--- src/rtl/ysyx_22041412_axi_pkg.sv ---
// Shared encodings for the AXI4 master: FSM states, burst/size codes and
// the client byte-mask to AXI size conversion.
package ysyx_22041412_axi_pkg;

    typedef enum logic [1:0] {
        R_IDLE  = 2'd0,
        R_ADDR  = 2'd1,
        R_DATA  = 2'd2,
        R_DRAIN = 2'd3
    } r_state_e;

    typedef enum logic [1:0] {
        W_IDLE = 2'd0,
        W_ADDR = 2'd1,
        W_DATA = 2'd2,
        W_RESP = 2'd3
    } w_state_e;

    localparam logic [1:0] AXI_BURST_INCR = 2'b01;

    localparam logic [2:0] AXI_SIZE_1B = 3'd0;
    localparam logic [2:0] AXI_SIZE_2B = 3'd1;
    localparam logic [2:0] AXI_SIZE_4B = 3'd2;
    localparam logic [2:0] AXI_SIZE_8B = 3'd3;

    // Contiguous low-aligned byte masks map to their AXI size; anything else is a full word.
    function automatic logic [2:0] mask_to_size(input logic [7:0] mask);
        logic [2:0] size;
        case (mask)
            8'h01:   size = AXI_SIZE_1B;
            8'h03:   size = AXI_SIZE_2B;
            8'h0F:   size = AXI_SIZE_4B;
            default: size = AXI_SIZE_8B;
        endcase
        return size;
    endfunction

endpackage

--- src/rtl/ysyx_22041412_axi_align.sv ---
// Byte-lane alignment: places write mask/data onto the lanes selected by the
// address offset, and brings single-beat read data back down to lane 0.
module ysyx_22041412_axi_align
    import ysyx_22041412_axi_pkg::*;
#(
    parameter int DATA_W = 64,
    parameter int OFF_W  = 3
) (
    input  logic [OFF_W-1:0]    w_off_i,
    input  logic [7:0]          w_mask_i,
    input  logic [DATA_W-1:0]   w_data_i,
    input  logic [OFF_W-1:0]    r_off_i,
    input  logic                r_single_i,
    input  logic [DATA_W-1:0]   r_data_i,
    output logic [DATA_W/8-1:0] w_strb_o,
    output logic [DATA_W-1:0]   w_data_o,
    output logic [DATA_W-1:0]   r_data_o
);

    localparam int STRB_W = DATA_W / 8;

    logic [STRB_W-1:0] mask_ext_s;

    assign mask_ext_s = STRB_W'(w_mask_i);

    // Write lanes: strobe bits that spill past the top lane are dropped.
    always_comb begin
        w_strb_o = mask_ext_s << w_off_i;
        w_data_o = w_data_i << {w_off_i, 3'b000};
    end

    // Bursts are word-aligned by the client, so only single beats are shifted.
    always_comb begin
        if (r_single_i) begin
            r_data_o = r_data_i >> {r_off_i, 3'b000};
        end else begin
            r_data_o = r_data_i;
        end
    end

endmodule

--- src/rtl/ysyx_22041412_axi_master.sv ---
// AXI4 master bridging a simple client read/write port; the read and write
// engines are independent FSMs and may be active at the same time.
module ysyx_22041412_axi_master
    import ysyx_22041412_axi_pkg::*;
#(
    parameter int AXI_DATA_WIDTH = 64,
    parameter int AXI_ADDR_WIDTH = 32,
    parameter int AXI_ID_WIDTH   = 4
) (
    input  logic                        clk,
    input  logic                        rst,
    // client read port
    input  logic                        r_valid_i,
    input  logic [AXI_ADDR_WIDTH-1:0]   r_addr_i,
    input  logic [7:0]                  r_size_i,
    input  logic [7:0]                  r_len_i,
    output logic                        r_ready_o,
    output logic [AXI_DATA_WIDTH-1:0]   data_read_o,
    output logic                        r_last_i,
    // client write port
    input  logic                        w_valid_i,
    input  logic [AXI_ADDR_WIDTH-1:0]   w_addr_i,
    input  logic [AXI_DATA_WIDTH-1:0]   rw_w_data_i,
    input  logic [7:0]                  w_size_i,
    input  logic [7:0]                  w_len_i,
    output logic                        w_ready_o,
    output logic                        w_last_i,
    // AXI AR
    output logic                        axi_ar_valid,
    input  logic                        axi_ar_ready,
    output logic [AXI_ADDR_WIDTH-1:0]   axi_ar_addr,
    output logic [AXI_ID_WIDTH-1:0]     axi_ar_id,
    output logic [7:0]                  axi_ar_len,
    output logic [2:0]                  axi_ar_size,
    output logic [1:0]                  axi_ar_burst,
    // AXI R
    input  logic                        axi_r_valid,
    output logic                        axi_r_ready,
    input  logic [AXI_DATA_WIDTH-1:0]   axi_r_data,
    input  logic [1:0]                  axi_r_resp,
    input  logic                        axi_r_last,
    input  logic [AXI_ID_WIDTH-1:0]     axi_r_id,
    // AXI AW
    output logic                        axi_aw_valid,
    input  logic                        axi_aw_ready,
    output logic [AXI_ADDR_WIDTH-1:0]   axi_aw_addr,
    output logic [AXI_ID_WIDTH-1:0]     axi_aw_id,
    output logic [7:0]                  axi_aw_len,
    output logic [2:0]                  axi_aw_size,
    output logic [1:0]                  axi_aw_burst,
    // AXI W
    output logic                        axi_w_valid,
    input  logic                        axi_w_ready,
    output logic [AXI_DATA_WIDTH-1:0]   axi_w_data,
    output logic [AXI_DATA_WIDTH/8-1:0] axi_w_strb,
    output logic                        axi_w_last,
    // AXI B
    input  logic                        axi_b_valid,
    output logic                        axi_b_ready,
    input  logic [1:0]                  axi_b_resp,
    input  logic [AXI_ID_WIDTH-1:0]     axi_b_id
);

    localparam int STRB_W = AXI_DATA_WIDTH / 8;
    localparam int OFF_W  = $clog2(STRB_W);

    r_state_e                  r_state_q;
    logic                      ar_valid_q;
    logic                      r_rdy_q;
    logic                      r_abort_q;
    logic [AXI_ADDR_WIDTH-1:0] r_addr_q;
    logic [7:0]                r_len_q;
    logic [2:0]                ar_size_q;

    w_state_e                  w_state_q;
    logic                      aw_valid_q;
    logic                      w_valid_q;
    logic                      b_ready_q;
    logic                      w_ready_q;
    logic [AXI_ADDR_WIDTH-1:0] w_addr_q;
    logic [7:0]                w_len_q;
    logic [7:0]                beat_q;
    logic [2:0]                aw_size_q;
    logic [STRB_W-1:0]         w_strb_q;
    logic [AXI_DATA_WIDTH-1:0] w_data_q;

    logic                      r_hs_s;
    logic                      w_last_s;
    logic                      aw_done_s;
    logic                      w_done_s;
    logic [STRB_W-1:0]         strb_al_s;
    logic [AXI_DATA_WIDTH-1:0] wdata_al_s;
    logic [AXI_DATA_WIDTH-1:0] rdata_al_s;
    logic                      unused_s;

    ysyx_22041412_axi_align #(
        .DATA_W (AXI_DATA_WIDTH),
        .OFF_W  (OFF_W)
    ) u_align (
        .w_off_i    (w_addr_i[OFF_W-1:0]),
        .w_mask_i   (w_size_i),
        .w_data_i   (rw_w_data_i),
        .r_off_i    (r_addr_q[OFF_W-1:0]),
        .r_single_i (r_len_q == 8'd0),
        .r_data_i   (axi_r_data),
        .w_strb_o   (strb_al_s),
        .w_data_o   (wdata_al_s),
        .r_data_o   (rdata_al_s)
    );

    // Response codes are ignored: error beats are sequenced like good ones.
    assign unused_s = ^{axi_r_resp, axi_r_id, axi_b_resp, axi_b_id};

    assign r_hs_s      = axi_r_valid && r_rdy_q;
    assign r_ready_o   = (r_state_q == R_DATA) && r_valid_i && r_hs_s;
    assign r_last_i    = r_ready_o && axi_r_last;
    assign data_read_o = rdata_al_s;

    assign axi_ar_valid = ar_valid_q;
    assign axi_ar_addr  = r_addr_q;
    assign axi_ar_id    = {AXI_ID_WIDTH{1'b0}};
    assign axi_ar_len   = r_len_q;
    assign axi_ar_size  = ar_size_q;
    assign axi_ar_burst = AXI_BURST_INCR;
    assign axi_r_ready  = r_rdy_q;

    // Read engine: request, address phase, beat delivery, and silent drain on abort.
    always_ff @(posedge clk) begin
        if (rst) begin
            r_state_q  <= R_IDLE;
            ar_valid_q <= 1'b0;
            r_rdy_q    <= 1'b0;
            r_abort_q  <= 1'b0;
            r_addr_q   <= {AXI_ADDR_WIDTH{1'b0}};
            r_len_q    <= 8'd0;
            ar_size_q  <= 3'd0;
        end else begin
            case (r_state_q)
                R_IDLE: begin
                    if (r_valid_i) begin
                        r_addr_q   <= r_addr_i;
                        r_len_q    <= r_len_i;
                        ar_size_q  <= mask_to_size(r_size_i);
                        r_abort_q  <= 1'b0;
                        ar_valid_q <= 1'b1;
                        r_state_q  <= R_ADDR;
                    end
                end
                R_ADDR: begin
                    if (!r_valid_i) begin
                        r_abort_q <= 1'b1;
                    end
                    if (axi_ar_ready) begin
                        ar_valid_q <= 1'b0;
                        r_rdy_q    <= 1'b1;
                        r_state_q  <= (r_abort_q || !r_valid_i) ? R_DRAIN : R_DATA;
                    end
                end
                R_DATA: begin
                    if (r_hs_s && axi_r_last) begin
                        r_rdy_q   <= 1'b0;
                        r_state_q <= R_IDLE;
                    end else if (!r_valid_i) begin
                        r_state_q <= R_DRAIN;
                    end
                end
                R_DRAIN: begin
                    if (r_hs_s && axi_r_last) begin
                        r_rdy_q   <= 1'b0;
                        r_state_q <= R_IDLE;
                    end
                end
                default: begin
                    ar_valid_q <= 1'b0;
                    r_rdy_q    <= 1'b0;
                    r_state_q  <= R_IDLE;
                end
            endcase
        end
    end

    assign w_last_s  = (beat_q == w_len_q);
    assign aw_done_s = !aw_valid_q || axi_aw_ready;
    assign w_done_s  = !w_valid_q || (axi_w_ready && w_last_s);

    assign axi_aw_valid = aw_valid_q;
    assign axi_aw_addr  = w_addr_q;
    assign axi_aw_id    = {AXI_ID_WIDTH{1'b0}};
    assign axi_aw_len   = w_len_q;
    assign axi_aw_size  = aw_size_q;
    assign axi_aw_burst = AXI_BURST_INCR;
    assign axi_w_valid  = w_valid_q;
    assign axi_w_data   = w_data_q;
    assign axi_w_strb   = w_strb_q;
    assign axi_w_last   = w_valid_q && w_last_s;
    assign axi_b_ready  = b_ready_q;
    assign w_ready_o    = w_ready_q;
    assign w_last_i     = w_ready_q;

    // Write engine: AW and W complete in either order (W_ADDR = AW pending), then await B.
    always_ff @(posedge clk) begin
        if (rst) begin
            w_state_q  <= W_IDLE;
            aw_valid_q <= 1'b0;
            w_valid_q  <= 1'b0;
            b_ready_q  <= 1'b0;
            w_ready_q  <= 1'b0;
            w_addr_q   <= {AXI_ADDR_WIDTH{1'b0}};
            w_len_q    <= 8'd0;
            beat_q     <= 8'd0;
            aw_size_q  <= 3'd0;
            w_strb_q   <= {STRB_W{1'b0}};
            w_data_q   <= {AXI_DATA_WIDTH{1'b0}};
        end else begin
            w_ready_q <= 1'b0;
            case (w_state_q)
                W_IDLE: begin
                    // The completion-pulse cycle is skipped so a still-high request is not re-issued.
                    if (w_valid_i && !w_ready_q) begin
                        w_addr_q   <= w_addr_i;
                        w_len_q    <= w_len_i;
                        aw_size_q  <= mask_to_size(w_size_i);
                        w_strb_q   <= strb_al_s;
                        w_data_q   <= wdata_al_s;
                        beat_q     <= 8'd0;
                        aw_valid_q <= 1'b1;
                        w_valid_q  <= 1'b1;
                        w_state_q  <= W_ADDR;
                    end
                end
                W_ADDR, W_DATA: begin
                    if (aw_valid_q && axi_aw_ready) begin
                        aw_valid_q <= 1'b0;
                    end
                    if (w_valid_q && axi_w_ready) begin
                        if (w_last_s) begin
                            w_valid_q <= 1'b0;
                        end else begin
                            beat_q <= beat_q + 8'd1;
                        end
                    end
                    if (aw_done_s && w_done_s) begin
                        b_ready_q <= 1'b1;
                        w_state_q <= W_RESP;
                    end else if (aw_done_s) begin
                        w_state_q <= W_DATA;
                    end
                end
                W_RESP: begin
                    if (axi_b_valid) begin
                        b_ready_q <= 1'b0;
                        w_ready_q <= 1'b1;
                        w_state_q <= W_IDLE;
                    end
                end
                default: begin
                    aw_valid_q <= 1'b0;
                    w_valid_q  <= 1'b0;
                    b_ready_q  <= 1'b0;
                    w_state_q  <= W_IDLE;
                end
            endcase
        end
    end

endmodule

--- config.mk ---
export PLATFORM = sky130hd
export DESIGN_NAME = ysyx_22041412_axi_master
export DESIGN_NICKNAME = d
export VERILOG_FILES = /design/src/rtl/ysyx_22041412_axi_pkg.sv /design/src/rtl/ysyx_22041412_axi_align.sv /design/src/rtl/ysyx_22041412_axi_master.sv
export SDC_FILE = /design/constraint.sdc
export NUM_CORES = 1
export LEC_CHECK = 0
export BUFFER_PORTS_ARGS = -buffer_cell sky130_fd_sc_hd__buf_4
export CAP_MARGIN = 20
export CORE_AREA = 2 2 191 193
export DETAILED_ROUTE_END_ITERATION = 8
export DIE_AREA = 0 0 193 195
export GPL_ROUTABILITY_DRIVEN = 0
export PLACE_DENSITY = 0.59
export SLEW_MARGIN = 0
export SYNTH_ARGS = -nofsm -noshare
export SYNTH_HDL_FRONTEND = slang
export SYNTH_SLANG_ARGS = --single-unit
--- constraint.sdc ---
create_clock -name clk -period 2.3 [get_ports clk]
set_input_delay 0.115 -clock clk [delete_from_list [all_inputs] [get_ports clk]]
set_output_delay 0.115 -clock clk [all_outputs]
set_load 0.05 [all_outputs]
# After elaboration in Yosys (flattened, before gate mapping)
# Index checks and enable logic that the tools add are counted.
[totals]
out_inout_bits = 244
reg_bits = 177
inputBits = 246
[op_classes]
add_sub_neg = 1
n_reduce_logical = 39
shifts = 3
eq_ne = 27
muxes = 38
bitwise_logic = 1
[op_table]
columns = ["operator", "count"]
rows = [
  ["64-bit two-way mux", 1],
  ["64-bit by 6-bit << shifter with 64-bit output", 1],
  ["64-bit by 6-bit >> shifter with 64-bit output", 1],
  ["8-bit two-way mux", 3],
  ["2-bit inequality test, second input constant", 11],
  ["2-bit two-way mux", 9],
  ["2-bit one-hot mux with 3 select lines", 3],
  ["3-bit AND reduction", 6],
  ["8-bit by 1-bit == test with 1-bit output, second input constant", 2],
  ["8-bit by 2-bit == test with 1-bit output, second input constant", 2],
  ["8-bit by 4-bit == test with 1-bit output, second input constant", 2],
  ["8-bit one-hot mux with 2 select lines", 1],
  ["1-bit two-way mux", 14],
  ["1-bit one-hot mux with 2 select lines", 6],
  ["4-bit AND reduction", 3],
  ["1-bit logical AND", 11],
  ["8-bit by 1-bit adder with 8-bit output, second input constant", 1],
  ["2-bit == test, second input constant", 4],
  ["8-bit == test", 1],
  ["8-bit zero test", 1],
  ["2-bit one-hot mux with 4 select lines", 1],
  ["2-bit nonzero test", 4],
  ["8-bit by 3-bit << shifter with 8-bit output", 1],
  ["2-bit OR reduction", 3],
  ["9 further kinds", 17],
]

# Logic depth before layout (Yosys ltp)
# Gate-level depths: netlist (run 1).
[logic_depth]
word_depth = 6
depth_mapped = 9

# By module
# From an unflattened synthesis (run 1), not the netlist that was laid out.
[hier_totals]
hier_cells = 1464
area_unflattened_um2 = 10894.2
[modules_own_cells]
columns = ["module", "cells_per_inst", "area_per_inst_um2", "n_inst", "seq_area_each_um2"]
rows = [
  ["ysyx_22041412_axi_master", 843, 6587.6, 1, 3503.4],
  ["ysyx_22041412_axi_align", 621, 4306.6, 1, 0.0],
]

# Worst setup path before layout (run 1)
# OpenSTA, ideal clock, no wires.
[synth_timing]
path_type = "register to output"
startpoint = "reg r_addr_q[1], in the netlist axi_ar_addr[1]"
endpoint = "out data_read_o[13]"
arrival_time_ps = 2720
path_stages_with_launch = 7
n_path_buf = 3
path_slack_ps = -535
path_cell_list = "dfxtp_1 buf_2 buf_4 clkbuf_1 mux4_2 mux2i_1 o21ai_0"
[synth_via]
elab_chain_cells = 2
[synth_lines]
columns = ["item", "line", "source"]
rows = [
  ["from (decl)", "ysyx_22041412_axi_master.sv:71", "logic [AXI_ADDR_WIDTH-1:0] r_addr_q;"],
  ["from (signal assigned)", "ysyx_22041412_axi_master.sv:134", "r_addr_q <= {AXI_ADDR_WIDTH{1'b0}};"],
  ["from (signal assigned)", "ysyx_22041412_axi_master.sv:141", "r_addr_q <= r_addr_i;"],
  ["64-bit by 6-bit >> shifter with 64-bit output", "ysyx_22041412_axi_align.sv:35", "r_data_o = r_data_i >> {r_off_i, 3'b000};"],
  ["64-bit two-way mux", "ysyx_22041412_axi_align.sv:34", "if (r_single_i) begin"],
  ["to (decl)", "ysyx_22041412_axi_master.sv:18", "output logic [AXI_DATA_WIDTH-1:0] data_read_o,"],
]
# No other way between the ends.

# Final worst setup path (run 1)
[layout_timing]
startpoint = "reg r_len_q[2], in the netlist axi_ar_len[2]"
endpoint = "out data_read_o[42]"
[layout_via]
elab_chain_cells = 2
[layout_lines]
columns = ["item", "line", "source"]
rows = [
  ["from (decl)", "ysyx_22041412_axi_master.sv:72", "logic [7:0] r_len_q;"],
  ["from (signal assigned)", "ysyx_22041412_axi_master.sv:142", "r_len_q <= r_len_i;"],
  ["8-bit zero test", "ysyx_22041412_axi_master.sv:104", ".r_single_i (r_len_q == 8'd0),"],
  ["64-bit two-way mux", "ysyx_22041412_axi_align.sv:34", ""],
]
# No other way between the ends.

==> results of run 1 <==
-- registers in the layout, summed over array words and instances (netlist names), 8 cells and up --
name	count
axi_ar_len	8
axi_w_strb	8
axi_aw_addr	32
axi_ar_addr	32
beat_q	8
axi_w_data	64
axi_aw_len	8
-- routing by layer --
layer | share of wire | vias to the layer above | GRT usage | routed length (µm)
li1 | - | 5621 | - | -
met1 | 0.39 | 5632 | 0.267 | 17200
met2 | 0.49 | 512 | 0.389 | 22000
met3 | 0.081 | 84 | 0.0607 | 3620
met4 | 0.042 | 0 | 0.112 | 1880
met5 | 0 | - | 0 | 0
-- what timing repair did --
action	in CTS	in global routing
cloned	4	3
hold endpoints to repair	93	0
hold buffers	93	0
setup endpoints to repair	64	45
setup buffers	6	2
gates resized for setup	51	39
pin swaps	4	3
-- cell usage after synthesis, types with 4 or more instances --
library cell	number
a221oi_1	14
nor2b_1	20
inv_1	15
and2_1	8
o21ai_0	60
dfxtp_1	175
a22o_1	16
or3_1	8
buf_4	28
xnor2_1	8
buf_1	7
clkbuf_1	62
mux4_2	56
buf_2	27
mux2i_1	63
o211ai_1	11
nor2_1	87
a21oi_1	159
nand3_1	15
mux2_2	11
nor3_1	21
o31ai_1	8
nor4_1	7
nand4_1	4
nand2_1	272
a311oi_1	9
a211oi_1	24
nand2b_1	9
a22oi_1	36
-- worst max-delay path, cell delays in order, from the launching register on --
cell       delay [ps]
dfxtp_2           340
nor4_4            350
buf_6             200
nand2_8            80
bufbuf_16         300
a22o_1            240
buf_6             160
-- where the power goes --
part	internal [mW]	switching [mW]	leakage, nW
Sequential	3.48	0.310	1.43
Clock	1.56	1.41	0.277
Combinational	2.73	5.05	5.26
Total	7.77	6.77	6.97
-- worst max path at each step --
stage                                      startpoint               to  slack (ps)
after detailed placement   axi_ar_len[0]$_SDFFE_PP0P_  data_read_o[50]          20
after floorplan           axi_ar_addr[0]$_SDFFE_PP0P_  data_read_o[48]        -330
after CTS                  axi_ar_len[2]$_SDFFE_PP0P_  data_read_o[44]         -10
after global placement     axi_ar_len[7]$_SDFFE_PP0P_  data_read_o[50]          20
after global routing       axi_ar_len[2]$_SDFFE_PP0P_  data_read_o[36]         -40
final                      axi_ar_len[2]$_SDFFE_PP0P_  data_read_o[42]          50
-- placed cells by master (no fill, tap or decap), types with 23 or more instances in the layout --
| cell type | instances |
|---|---|
| dlygate4sd3_1 | 93 |
| mux4_2 | 56 |
| buf_4 | 464 |
| o21ai_0 | 36 |
| nand2_1 | 271 |
| buf_6 | 43 |
| dfxtp_1 | 171 |
| a211oi_1 | 23 |
| mux2i_1 | 59 |
| a22oi_1 | 36 |
| nor2_1 | 85 |
| a21oi_1 | 150 |
-- final cells by class --
type | count | area share
Tap cell | 461 | 0.0343
Timing Repair Buffer | 618 | 0.315
Antenna cell | 2 | 0.000298
Multi-Input combinational cell | 972 | 0.403
Clock buffer | 18 | 0.0261
Clock inverter | 14 | 0.00878
Inverter | 16 | 0.00380
Sequential cell | 175 | 0.209
-- cell families after synthesis --
group / after synthesis
fa+ha+maj: 3
mux: 130
other cells: 2
simple gates: 466
flops: 175
xor+xnor: 8
buf+inv: 142
compound gates: 349
==> flow_summary.ini, run 1 <==
[placement]
numPortBuffers = 463
placed_cell_area_um2 = 14700
hpwlAfterDp_mm = 32.7
detailedPlace.worstSlack_ps = 23.8
dp.cells = 2134

[cells_and_area]
area_growth_pct = 59.6
layout.cells.non_filler = 2276
seqCellArea_um2 = 3510
layout-drive-gt1-share = 0.391
fin_util = 0.475
fin_nets = 2049
final_cell_area_um2 = 16800
multi_input_area_um2 = 6770
fillers = 3355

[synthesis]
synth_top_area_share = 0.333
ys_seq_area_frac = 0.333
synth_ff_type = dfxtp_1
avgSynthCellArea_um2 = 8.26
syn-cell-area_um2 = 10500
yosys-mux-area-fraction = 0.191
synthArstFlopShare = 0
synthTopCellsByArea = dfxtp_1, mux4_2, nand2_1
synth_xor_area_frac = 0.00665
yosysWarnings = 0
synth.distinct_cells = 52
synth-edff-count = 0
yosys.area_share.simple = 0.194
synth_top_family_by_area = compound AO/OA/AOI/OAI gates
syn_inst = 1275
synth_adder_area_share = 0.00356
synth_compound_gate_area_share = 0.206
synth_top_area_cell = dfxtp_1
ys_ff_latch = 175

[pwr]
power.total_mw = 14.5
ir_drop_v = 0.000690
p_leak_nw = 6.97
power_density_nw_per_um2 = 865

[detailed_routing]
wire_per_inst_um = 19.6
drt_wl_total_mm = 44.7
drtIter0Drc = 720
drc = 0
firstDrtPassIters = 5
vias = 11800
ant_nets = 0
viasPerCell = 5.21

[cts]
cts.reportedPaths.clkPinSlew_ps = 70
cts_made_buffers = 17
cts_buffer_depth = 2
cts_max_level = 4
clkLatencyLatePin_ps = 450
clockRootBuffer = clkbuf_16
clock-sinks = 175
cts_tree = done

[timing]
hold_viol_final = 0
tightest_slew_ps = 570
finalMaxSlewViolations = 0
fin_tns_setup_ps = 0
setup_viol = 0
fin_worst_skew_ps = 14.3
rsz0062_at_grt = true
maxSlewHeadroom = 0.620
hold_slack_ps = 37.3
worst_slack_ps = 51.8
max_freq_ghz = 0.445
period_share = 0.977
min_period_ps = 2250

[setup_path]
start_kind = flip-flop
path_max_fanout = 15
reg2reg_depth = 6
cp.arrival_ps = 2130
r2r_end = axi_ar_size[1]$_SDFFE_PP0P_
critPathKind = reg2out
rrSetupSlack_ps = 250
crit_path_end_kind = output pin
required_ps = 2180
reg2reg_from = r_state_q[0]$_SDFFE_PP0P_

[die]
die_h_um = 195
fp-row-count = 69
io-pin-count = 490
die_area_um2 = 37600
core_um2 = 35400
initial_utilization = 0.297
die_w_um = 193

[worst_hold_path]
hold_class = in2reg
holdCritStartpoint = axi_ar_ready
whs_path_depth = 4
holdPathEnd = axi_ar_valid$_SDFFE_PP0P_

[grt]
antenna_found_initial = 2
grt_max_degree = 68
overflow = 0
grt_pass1_vias = 11400
grt_first_pass_wirelength_mm = 66.8
grt_util_all_layers = 0.229

[run]
maxCapViolations = 0

[outcome]
status = finished clean
Power figures use the tool's default switching activity.
==> run 2: changes to the inputs <==
- BUFFER_PORTS_ARGS: -buffer_cell sky130_fd_sc_hd__buf_4 -> -buffer_cell sky130_fd_sc_hd__buf_2
==> run 2 against run 1 <==
  * Routed wire length decreased by 4.7%
  * Sequential share of layout area increased by 1.6 points
  * Power decreased by 3.7%
  * Critical endpoint is now data_read_o[24]
  * Largest cell class unchanged
==> flow_summary.ini, run 2 (synthesis gave the netlist of run 1 again) <==
[outcome]
status = finished clean

[grt]
overflow = 0
grt_first_pass_wirelength_mm = 63.5
grt_util_all_layers = 0.217
grt_pass1_vias = 11200
grt_max_degree = 71
antenna_found_initial = 7

[setup_path]
cp.arrival_ps = 2140
start_kind = flip-flop
required_ps = 2180
path_max_fanout = 23
critPathKind = reg2out
crit_path_end_kind = output pin

[cells_and_area]
area_growth_pct = 48.6
fin_util = 0.442
final_cell_mix = buf_2, nand2_1, dfxtp_1
fin_nets = 2054
layout.cells.non_filler = 2285
largest_reg_flops = 64
final_common_cell = buf_2
fillers = 3487
layout-drive-gt1-share = 0.392

[die]
io-pin-count = 490
die_area_um2 = 37600
die_w_um = 193
die_h_um = 195
initial_utilization = 0.297
fp-row-count = 69
core_um2 = 35400

[worst_hold_path]
hold_class = in2reg

[placement]
detailedPlace.worstSlack_ps = 70.6
hpwlAfterDp_mm = 31.7
dp.cells = 2145
numPortBuffers = 463

[cts]
clock-sinks = 175
cts_buffer_depth = 2
cts_tree = done
cts_made_buffers = 17
clkLatencyLatePin_ps = 440
cts_max_level = 4
cts.reportedPaths.clkPinSlew_ps = 70
clockRootBuffer = clkbuf_16

[timing]
period_share = 0.982
worst_slack_ps = 40.6
setup_viol = 0
fin_tns_setup_ps = 0
fin_worst_skew_ps = 8.94
max_freq_ghz = 0.443
maxSlewHeadroom = 0.599
finalMaxSlewViolations = 0
rsz0062_at_grt = true
tightest_slew_ps = 601
min_period_ps = 2260
hold_viol_final = 0

[detailed_routing]
viasPerCell = 5.17
ant_nets = 0
drc = 0
drtIter0Drc = 615
drt_wl_total_mm = 42.6
wire_per_inst_um = 18.6
firstDrtPassIters = 5
vias = 11800

[pwr]
p_leak_nw = 6.72
ir_drop_v = 0.000523
power.total_mw = 14.0
power_density_nw_per_um2 = 894

[run]
maxCapViolations = 0
run 2: changes by cell type in the layout (fill, tap and decap cells not counted), moves of 4 or more:
cell and change:
buf_6 -20, diode_2 +4, buf_4 -397, buf_2 +415, clkbuf_4 +14
run 2: timing repair:
| item | CTS | global route |
|---|---|---|
| gates resized for setup | 48 | 74 |
| setup endpoints to repair | 64 | 50 |
| gates cloned | 1 | 0 |
| hold buffers | 90 | 0 |
| hold endpoints to repair | 90 | 0 |
| buffers inserted | 7 | 4 |
| pin swaps | 3 | 3 |
run 2: path summary, 6_finish.rpt:
check	start	end	slack, ps	cells past startpoint
max	axi_ar_addr[0]$_SDFFE_PP0P_	data_read_o[24]	40	5
min	r_size_i[1]	axi_ar_size[0]$_SDFFE_PP0P_	40	4
max reg2reg	r_state_q[0]$_SDFFE_PP0P_	axi_ar_size[1]$_SDFFE_PP0P_	210	6
min reg2reg	axi_aw_addr[23]$_SDFFE_PP0P_	axi_aw_addr[23]$_SDFFE_PP0P_	450	2
run 2: layout make-up:
| class | count | area, µm² | share of cell area |
|---|---|---|---|
| antenna | 6 | 15.0 | 0.000959 |
| clock buffer | 19 | 453 | 0.0289 |
| clock inverter | 13 | 150 | 0.00959 |
| inverter | 16 | 63.8 | 0.00408 |
| multi-input combinational | 971 | 6740 | 0.430 |
| sequential | 175 | 3510 | 0.225 |
| tap | 461 | 577 | 0.0369 |
| timing repair buffer | 624 | 4140 | 0.265 |
run 2: per-layer routing:
metal / vias to the layer above / GRT usage / routed length [µm]
met5: - / 0 / 0
met4: 0 / 0.0934 / 1240
met3: 67 / 0.0577 / 3200
met2: 506 / 0.377 / 21600
met1: 5605 / 0.248 / 16500
li1: 5631 / - / -
run 2: critical path, cell delays in order (launching register included):
cell and delay [ps]:
dfxtp_4 450, buf_12 210, mux4_2 520, a221oi_2 260
a21oi_2 50, buf_2 210
run 2: through the flow:
stage	hold slack, ps	instance area (µm²)
after floorplan	251	10700
after global placement	349	13600
after detailed placement	355	13600
after CTS	5.19	15400
after global routing	45.9	15600
final	37.1	15600
run 2: where the power goes:
| part | internal (mW) | switching (mW) | leakage (nW) |
|---|---|---|---|
| registers | 3.48 | 0.281 | 1.43 |
| clock network | 1.68 | 1.34 | 0.285 |
| logic | 2.23 | 4.97 | 5.00 |
| total | 7.39 | 6.60 | 6.72 |
==> run 3: changes to the inputs <==
- CELL_PAD_IN_SITES_DETAIL_PLACEMENT: unset -> 0
- CELL_PAD_IN_SITES_GLOBAL_PLACEMENT: unset -> 1
- CORE_AREA: 2 2 191 193 -> 2 2 190 192
- DIE_AREA: 0 0 193 195 -> 0 0 192 194
- PLACE_DENSITY: 0.59 -> 0.78
==> run 3 against run 2 <==
  * Utilization grew 0.38 points
  * Design area grew 0.36%
  * Non-clock buffer count grew 3
  * Critical endpoint is now data_read_o[10]
  * Flip-flop and latch count is the same
  * Die area shrank 1.0%
  * Sequential power is essentially flat
==> flow_summary.ini, run 3 (synthesis gave the netlist of run 1 again) <==
[detailed_routing]
wire_per_inst_um = 18.6
firstDrtPassIters = 6
viasPerCell = 5.12
drtIter0Drc = 667
drt_wl_total_mm = 42.7
drc = 0
ant_nets = 0
vias = 11700

[timing]
hold_viol_final = 0
min_period_ps = 2250
fin_worst_skew_ps = 11.1
rsz0062_at_grt = true
max_freq_ghz = 0.444
finalMaxSlewViolations = 0
period_share = 0.979
worst_slack_ps = 49.3
tightest_slew_ps = 519
maxSlewHeadroom = 0.654
setup_viol = 0
hold_slack_ps = 19.9

[die]
fp-row-count = 69
die_area_um2 = 37200
core_um2 = 35200
die_h_um = 194
initial_utilization = 0.299
io-pin-count = 490
die_w_um = 192

[setup_path]
cp_top_family = multiplexers
crit_path_end_kind = output pin
path_buf_inv = 3
critPathKind = reg2out
start_kind = flip-flop
cp.arrival_ps = 2140
cp_slowest_cell = mux4_2
path_max_fanout = 13
required_ps = 2180
cpPeakStageDelay_ps = 500
crit_chain = buf_12 -> buf_4 -> mux4_2 -> mux2i_1 -> o21ai_2 -> buf_6

[cells_and_area]
multi_input_area_um2 = 6750
fillers = 3514
fin_nets = 2056
seqCellArea_um2 = 3510
area_growth_pct = 49.1
layout-drive-gt1-share = 0.396
final_common_cell = buf_2
largest_reg_flops = 64
final_cell_mix = buf_2, nand2_1, dfxtp_1

[placement]
numPortBuffers = 463
detailedPlace.worstSlack_ps = 120
hpwlAfterDp_mm = 31.5

[cts]
cts_buffer_depth = 2
cts.reportedPaths.clkPinSlew_ps = 70
cts_max_level = 4
clock-sinks = 175
clkLatencyLatePin_ps = 450
cts_tree = done
cts_made_buffers = 17
clockRootBuffer = clkbuf_16

[worst_hold_path]
hold_class = in2reg

[pwr]
power_density_nw_per_um2 = 891
ir_drop_v = 0.000550
p_leak_nw = 6.75
power.total_mw = 14.0

[grt]
antenna_found_initial = 10
overflow = 0
grt_max_degree = 60
grt_pass1_vias = 11400
grt_util_all_layers = 0.220
grt_first_pass_wirelength_mm = 64.0

[run]
maxCapViolations = 0

[outcome]
status = finished clean
## run 3: changes by cell type in the layout (fill, tap and decap cells not counted), moves of 3 or more
cell / delta
o21ai_1: +4
diode_2: +3
a21oi_1: -3
buf_2: +14
inv_8: +3
o21ai_0: -4
a21oi_2: +3
clkbuf_4: -3
mux2i_1: -3
buf_6: -13
clkinvlp_4: -3
## run 3: area by class of cell
cell class	instances	area share
antenna	9	0.00143
multi-input combinational	970	0.430
clock inverter	15	0.0117
inverter	16	0.00406
sequential	175	0.224
tap	461	0.0367
clock buffer	17	0.0271
timing repair buffer	627	0.265
## run 3: final timing paths
path / startpoint / depth (start not counted) / slack (ps) / to
worst min register to register: axi_ar_addr[6]$_SDFFE_PP0P_ / 2 / 450 / axi_ar_addr[6]$_SDFFE_PP0P_
worst max-delay path: axi_ar_addr[0]$_SDFFE_PP0P_ / 6 / 50 / data_read_o[10]
worst min-delay path: r_size_i[2] / 3 / 20 / axi_ar_size[1]$_SDFFE_PP0P_
worst max register to register: w_state_q[0]$_SDFFE_PP0P_ / 7 / 260 / beat_q[7]$_SDFFE_PP0P_
## run 3: where the power goes
part / switching [mW] / internal [mW] / total, mW
clock: 1.49 / 1.57 / 3.06
combinational: 4.98 / 2.20 / 7.18
sequential: 0.279 / 3.48 / 3.76
## run 3: layer usage
| metal | GRT usage | routed length [µm] | part of all wire |
|---|---|---|---|
| met4 | 0.103 | 1570 | 0.037 |
| met1 | 0.256 | 16500 | 0.39 |
| met5 | 0 | 11 | 0.00026 |
| met3 | 0.0646 | 3390 | 0.079 |
| met2 | 0.371 | 21200 | 0.50 |
## run 3: repair_timing
| item | 4_1_cts | 5_1_grt |
|---|---|---|
| endpoints found under the setup margin | 45 | 52 |
| resized for setup | 29 | 76 |
| gates cloned | 2 | 1 |
| pin swaps | 1 | 5 |
| buffers inserted | 7 | 13 |
| hold endpoints to repair | 90 | 0 |
| hold buffers | 89 | 0 |
## run 3: through the flow
stage               cells  setup TNS, ps   util  cell area [µm²]
floorplan            1287          -3390      -            10700
global placement     2137              0  0.384            13500
detailed placement   2137              0  0.384            13500
CTS                  2267          -61.8  0.434            15300
global route         2289           -200  0.446            15700
finish               2290              0  0.446            15700
## run 3: tightest hold or removal path, stage by stage
cell	delay [ps]
buf_2	90
nor3_1	50
nor3_1	160
